===== src/rtl/sobel_pkg.sv =====
`default_nettype none
// ==========================================================================
// sobel_pkg : shared widths and types for the Sobel pixel datapath
// Rev 1.0
// ==========================================================================
package sobel_pkg;

    localparam int PIXEL_W = 24;
    localparam int WORD_W  = 32;
    localparam int NUM_PIX = 4;

    typedef logic [PIXEL_W-1:0] pixel_t;

    typedef enum logic [1:0] {
        W0 = 2'd0,
        W1 = 2'd1,
        W2 = 2'd2
    } word_idx_t;

endpackage : sobel_pkg
`default_nettype wire


===== src/rtl/pre_gray_scale_if.sv =====
`default_nettype none
// ==========================================================================
// pre_gray_scale_if : word stream in, four parallel pixels out
// Rev 1.0
// ==========================================================================
interface pre_gray_scale_if;
    import sobel_pkg::*;

    logic [WORD_W-1:0]         read_word;
    logic                      start_en;
    logic                      store_en;
    pixel_t [NUM_PIX-1:0]      out_pixels;
    logic                      gray_en;

    modport master (
        output read_word, start_en, store_en,
        input  out_pixels, gray_en
    );

    modport slave (
        input  read_word, start_en, store_en,
        output out_pixels, gray_en
    );

endinterface : pre_gray_scale_if
`default_nettype wire


===== src/rtl/pre_gray_scale.sv =====
`default_nettype none
// ==========================================================================
// pre_gray_scale : repacks three 32-bit words into four 24-bit RGB pixels
// Rev 1.0
// ==========================================================================
module pre_gray_scale
    import sobel_pkg::*;
(
    input  wire               clk,
    input  wire               n_rst,
    pre_gray_scale_if.slave   bus
);

    word_idx_t              widx_q, widx_d;
    logic [15:0]            hold_q, hold_d;
    pixel_t [NUM_PIX-1:0]   pix_q,  pix_d;

    always_ff @(posedge clk or negedge n_rst) begin
        if (!n_rst) begin
            widx_q <= W0;
            hold_q <= '0;
            pix_q  <= '0;
        end else begin
            widx_q <= widx_d;
            hold_q <= hold_d;
            pix_q  <= pix_d;
        end
    end

    always_comb begin
        widx_d = widx_q;
        hold_d = hold_q;
        pix_d  = pix_q;
        if (bus.start_en) begin
            // start wins over a coincident store; the word is dropped
            widx_d = W0;
            hold_d = '0;
            pix_d  = '0;
        end else if (bus.store_en) begin
            case (widx_q)
                W0: begin
                    pix_d[3]    = bus.read_word[31:8];
                    hold_d[7:0] = bus.read_word[7:0];
                    widx_d      = W1;
                end
                W1: begin
                    pix_d[2] = {hold_q[7:0], bus.read_word[31:16]};
                    hold_d   = bus.read_word[15:0];
                    widx_d   = W2;
                end
                W2: begin
                    pix_d[1] = {hold_q, bus.read_word[31:24]};
                    pix_d[0] = bus.read_word[23:0];
                    widx_d   = W0;
                end
                default: widx_d = W0;
            endcase
        end
    end

    assign bus.out_pixels = pix_q;
    assign bus.gray_en    = bus.store_en & ~bus.start_en & (widx_q == W2);

endmodule : pre_gray_scale
`default_nettype wire


===== src/flat_wrapper.sv =====
// flat-port wrapper written by rule: the top's interface ports become plain ports
module pre_gray_scale_flat import sobel_pkg::*;
  (clk, n_rst, bus_read_word, bus_start_en, bus_store_en, bus_out_pixels, bus_gray_en);
  pre_gray_scale_if bus_i ();
  input  wire clk;
  input  wire n_rst;
  input wire logic [$bits(bus_i.read_word)-1:0] bus_read_word;
  input wire logic [$bits(bus_i.start_en)-1:0] bus_start_en;
  input wire logic [$bits(bus_i.store_en)-1:0] bus_store_en;
  output wire logic [$bits(bus_i.out_pixels)-1:0] bus_out_pixels;
  output wire logic [$bits(bus_i.gray_en)-1:0] bus_gray_en;
  assign bus_i.read_word = bus_read_word;
  assign bus_i.start_en = bus_start_en;
  assign bus_i.store_en = bus_store_en;
  assign bus_out_pixels = bus_i.out_pixels;
  assign bus_gray_en = bus_i.gray_en;
  pre_gray_scale u_core (.clk(clk), .n_rst(n_rst), .bus(bus_i));
endmodule

===== config.mk =====
export PLATFORM = sky130hd
export DESIGN_NAME = pre_gray_scale_flat
export DESIGN_NICKNAME = d
export VERILOG_FILES = /design/src/rtl/sobel_pkg.sv /design/src/rtl/pre_gray_scale_if.sv /design/src/rtl/pre_gray_scale.sv /design/src/flat_wrapper.sv
export SDC_FILE = /design/constraint.sdc
export NUM_CORES = 1
export LEC_CHECK = 0
export ABC_AREA = 1
export BUFFER_PORTS_ARGS = -buffer_cell sky130_fd_sc_hd__buf_2
export CORE_MARGIN = 2
export CORE_UTILIZATION = 56
export DETAILED_ROUTE_END_ITERATION = 12
export PLACE_DENSITY = 0.85
export SYNTH_ARGS = -nofsm -noshare
export SYNTH_HDL_FRONTEND = slang
export SYNTH_SLANG_ARGS = --single-unit

===== constraint.sdc =====
create_clock -name clk -period 2.4 [get_ports clk]
set_input_delay 0.24 -clock clk [delete_from_list [all_inputs] [get_ports clk]]
set_output_delay 0.24 -clock clk [all_outputs]
set_load 0.02 [all_outputs]

After elaboration in Yosys (flattened, before gate mapping)

Cells that the tools add are included.

Logic and storage cells: 35
Bits of input ports: 36
Register bits after elaboration: 114
Output and inout port bits: 97

Equality and inequality tests: 2
Mux-type cells: 12
Bitwise operators: 3
Reductions and logical operators: 11

Operator list:

| cell                                                                  | count |
|---|---|
| 96-bit 2-to-1 mux                                                     | 2 |
| 24-bit 2-to-1 mux                                                     | 2 |
| 48-bit 2-to-1 mux                                                     | 1 |
| 16-bit 2-to-1 mux                                                     | 2 |
| 8-bit 2-to-1 mux                                                      | 2 |
| 2-bit nonzero test                                                    | 5 |
| 2-bit AND reduction                                                   | 4 |
| 2-bit 2-to-1 mux                                                      | 2 |
| 2-bit case mux with 2 select lines                                    | 1 |
| 1-bit bitwise AND                                                     | 2 |
| 2-bit by 1-bit equality test with 1-bit output, second input constant | 1 |
| 2-bit equality test, second input constant                            | 1 |
| 2-bit zero test                                                       | 1 |
| 2-bit OR reduction                                                    | 1 |
| 1-bit inverter                                                        | 1 |

Depth between registers and ports, before layout

Word-level depth: 5
Mapped depth: 6
Gate-level depth less buffers: 5

Worst setup path after synthesis

No wires, ideal clock.

Path type: reg2out
Start point: register u_core.widx_q[0]
End point: output bus_gray_en
Buffers on the path: 1
Slack: 1,089 ps
Stages on the path, launching flop included: 5
Arrival time: 1,071 ps
Path through: dfrtp_1 inv_2 nand3_2 buf_2 nor2_1

Cells in the longest elaborated chain, start to end: 2

Ends and longest elaborated chain:

| item                   | line                 | source |
|---|---|---|
| start, declared        | pre_gray_scale.sv:14 | `word_idx_t widx_q, widx_d;` |
| start signal, assigned | pre_gray_scale.sv:24 | `widx_q <= widx_d;` |
| 2-bit equality test    | pre_gray_scale.sv:62 | `assign bus.gray_en = bus.store_en & ~bus.start_en & (widx_q == W2);` |
| 1-bit bitwise AND      | pre_gray_scale.sv:62 |  |
| end, declared          | flat_wrapper.sv:11   | `output wire logic [$bits(bus_i.gray_en)-1:0] bus_gray_en;` |

No other way between the ends.

Final worst setup path

Ends and elaborated chain as after synthesis.

==> impl_metrics.env <==
export IMPL_outcome="complete, no violations"
export IMPL_critPathCaptureType="output pin"
export IMPL_initial_utilization_pct=58.3
export IMPL_antennaDiodeCount=0
export IMPL_coreArea_sq_um=8300
export IMPL_ys_seq_area_share_pct=59.0
export IMPL_rsz0062_at_grt="no"
export IMPL_synth_area_leader_cell="dfrtp_1"
export IMPL_r2r_end="u_core.bus.out_pixels[88]"
export IMPL_clkSlewWorstSetupHoldPaths_ns=0.05
export IMPL_clock_skew_ns=0.00600
export IMPL_post_cts_buffers=0
export IMPL_netlist_instances=586
export IMPL_routed_via_density=5.41
export IMPL_r2r_setup_slack_ns=0.83
export IMPL_r2r_start="u_core.widx_q[0]"
export IMPL_drc=0
export IMPL_drtIter0Drc=273
export IMPL_die_x_um=96.9
export IMPL_cap_viol_max_count=0
export IMPL_drive_gt1_share_pct=24.4
export IMPL_period_needed_ns=2.10
export IMPL_antenna_found_initial=0
export IMPL_clk_latency_ns=0.51
export IMPL_hpwl_mm=7.66
export IMPL_synthesis_nets=622
export IMPL_worstSetupPathType="reg2out"
export IMPL_power_density_nw_per_um2=860
export IMPL_synth_top_area_share_pct=59.0
export IMPL_numClockSinks=114
export IMPL_avgRoutedWirePerCell_um=15.6
export IMPL_h_tree_depth=4
export IMPL_final_hold_violation_count=0
export IMPL_grt_ovfl_total=0
export IMPL_crit_path_start_kind="flip-flop"
export IMPL_place_area_sq_um=5530
export IMPL_post_route_cell_area_sq_um=6220
export IMPL_tightest_slew_ns=0.873
export IMPL_setup_tns_ns=0
export IMPL_die_area_sq_um=9390
export IMPL_synth_seq_cells=114
export IMPL_path_max_fanout=49
export IMPL_grt_start_max_net_pins=74
export IMPL_synth_cell_type_count=15
export IMPL_holdPathEnd="u_core.hold_q[6]"
export IMPL_drt_wl_total_mm=12.9
export IMPL_holdPathStages=5
export IMPL_grt_usage_pct=28.4
export IMPL_ant_nets=0
export IMPL_final_nets=745
export IMPL_cts_buffer_depth=2
export IMPL_crit_arrival_ns=1.86
export IMPL_grt_pass1_vias=4585
export IMPL_areaGrowthSynthToFinish_pct=28.5
export IMPL_hold_path_class="in2reg"
export IMPL_worstPathCellList="inv_2, nand3_2, buf_4, nor2_1, buf_2"
export IMPL_cts_buffers=17
export IMPL_grt_pass1_wl_mm=21.3
export IMPL_avgSynthCellArea_sq_um=8.25
export IMPL_gp_congestion=0.839
export IMPL_drt_pass1_iterations=6
export IMPL_max_vdd_ir_drop_v=0.000493
export IMPL_slowest_delay_ns=0.48
export IMPL_rows=33
export IMPL_slew_limit_headroom_pct=41.7
export IMPL_num_vias=4473
export IMPL_timing_final_crit_share_pct=87.4
export IMPL_cpMaxStageDelayCell="dfrtp_1"
export IMPL_io_buffer_count=132
export IMPL_setup_violations=0
export IMPL_required_ns=2.16
export IMPL_pin_count=133
export IMPL_yosys_warnings=0
export IMPL_hp_start="bus_read_word[6]"
export IMPL_cts_tree="done"
export IMPL_max_freq_mhz=477
export IMPL_synth_area_leaders="dfrtp_1 59%, nand2_1 18%, nand3_1 12%, inv_1 3.4%, nor2_1 3.3%"
export IMPL_maxSlewViolCount=0
export IMPL_holdWs_ns=0.0534
export IMPL_r2r_cells=4
export IMPL_synth_area_sq_um=4840
export IMPL_cts_root_buf="clkbuf_8"
export IMPL_die_h_um=96.9
export IMPL_power_leakage_nw=3.85
export IMPL_post_cts_resized=0
## placed cells by master (no fill, tap or decap)
master         netlist  layout
buf_4                4       5
nand2_1            228     228
nand2_2              1       1
bufinv_16            0       7
clkinv_2             0       2
inv_2                4       4
inv_1               44      44
buf_2               23     131
nand3_2              2       2
clkbuf_1             5       3
clkbuf_16            0      16
nor2_4               1       1
nand3_1            112     112
clkbuf_8             0       3
nor2_1              42      42
clkinvlp_4           0       1
nor2_2               1       1
buf_12               0       2
dfrtp_1            114     114
a21oi_1              2       2
dlygate4sd3_1        0       1
## cell families after synthesis
kind of cell,share of synthesized area (%)
buffers and inverters,7.35
AO/OA/AOI/OAI,0.207
AND/OR/NAND/NOR,33.5
flip-flops,59.0
## critical path, delay by kind of cell (launching register included)
kind | cells | cell delay [ns]
flip-flops | 1 | 0.48
AND/OR/NAND/NOR | 2 | 0.16
buffers and inverters | 3 | 0.70
## state kept, by name, summed over array words and instances, names as in the netlist
name,count
u_core.bus.out_pixels,96
u_core.hold_q,16
u_core.widx_q,2
## metal layers
metal  vias up  GRT usage, %  share of wire [%]
li1       2062             -                  -
met1      2140          35.7                 40
met2       242          46.4                 50
met3        29          7.15                7.9
met4         0          13.0                2.3
met5         -             0                  0
## through the flow
stage | std cells | util [%] | setup WS, ns | power (mW)
after detailed placement | 794 | 66.6 | 0.846 | 2.47
after floorplan | 586 | - | 1.09 | 2.30
after global routing | 827 | 74.9 | 0.203 | 5.50
after CTS | 827 | 74.9 | 0.295 | 5.37
final | 827 | 74.9 | 0.303 | 5.34
after global placement | 794 | 66.6 | 0.895 | 2.46
## timing repair
action	4_1_cts	5_1_grt
hold buffers	1	0
endpoints found under the hold margin	24	0
setup endpoints to repair	0	0
## Yosys cell counts, drive strengths merged
| master | count |
|---|---|
| nor2 | 44 |
| nand2 | 229 |
| buf | 30 |
| a21oi | 2 |
| dfrtp | 114 |
| inv | 48 |
| clkbuf | 5 |
| nand3 | 114 |
## power by group
group          leakage, nW  switching [mW]  total (mW)  internal, mW
registers             1.57          0.0415        2.03          1.99
logic                 1.96           0.302       0.415         0.113
clock network        0.329           0.849        2.90          2.05
total                 3.85            1.19        5.34          4.15
## how the worst max path moves through the flow
stage,startpoint,endpoint,cells after the start
floorplan,u_core.widx_q[0],bus_gray_en,4
global placement,u_core.widx_q[0],bus_gray_en,5
detailed placement,u_core.widx_q[0],u_core.bus.out_pixels[81],4
CTS,u_core.widx_q[0],bus_gray_en,5
global route,u_core.widx_q[0],bus_gray_en,5
finish,u_core.widx_q[0],bus_gray_en,5
## layout make-up
type / instances / area [sq um]
inverter: 48 / 180
multi-input combinational: 389 / 1630
clock buffer: 22 / 453
tap: 105 / 131
sequential: 114 / 2850
fill: 603 / 2080
timing repair buffer: 139 / 743
clock inverter: 10 / 228
No activity file was read; power rests on OpenSTA's default activity.
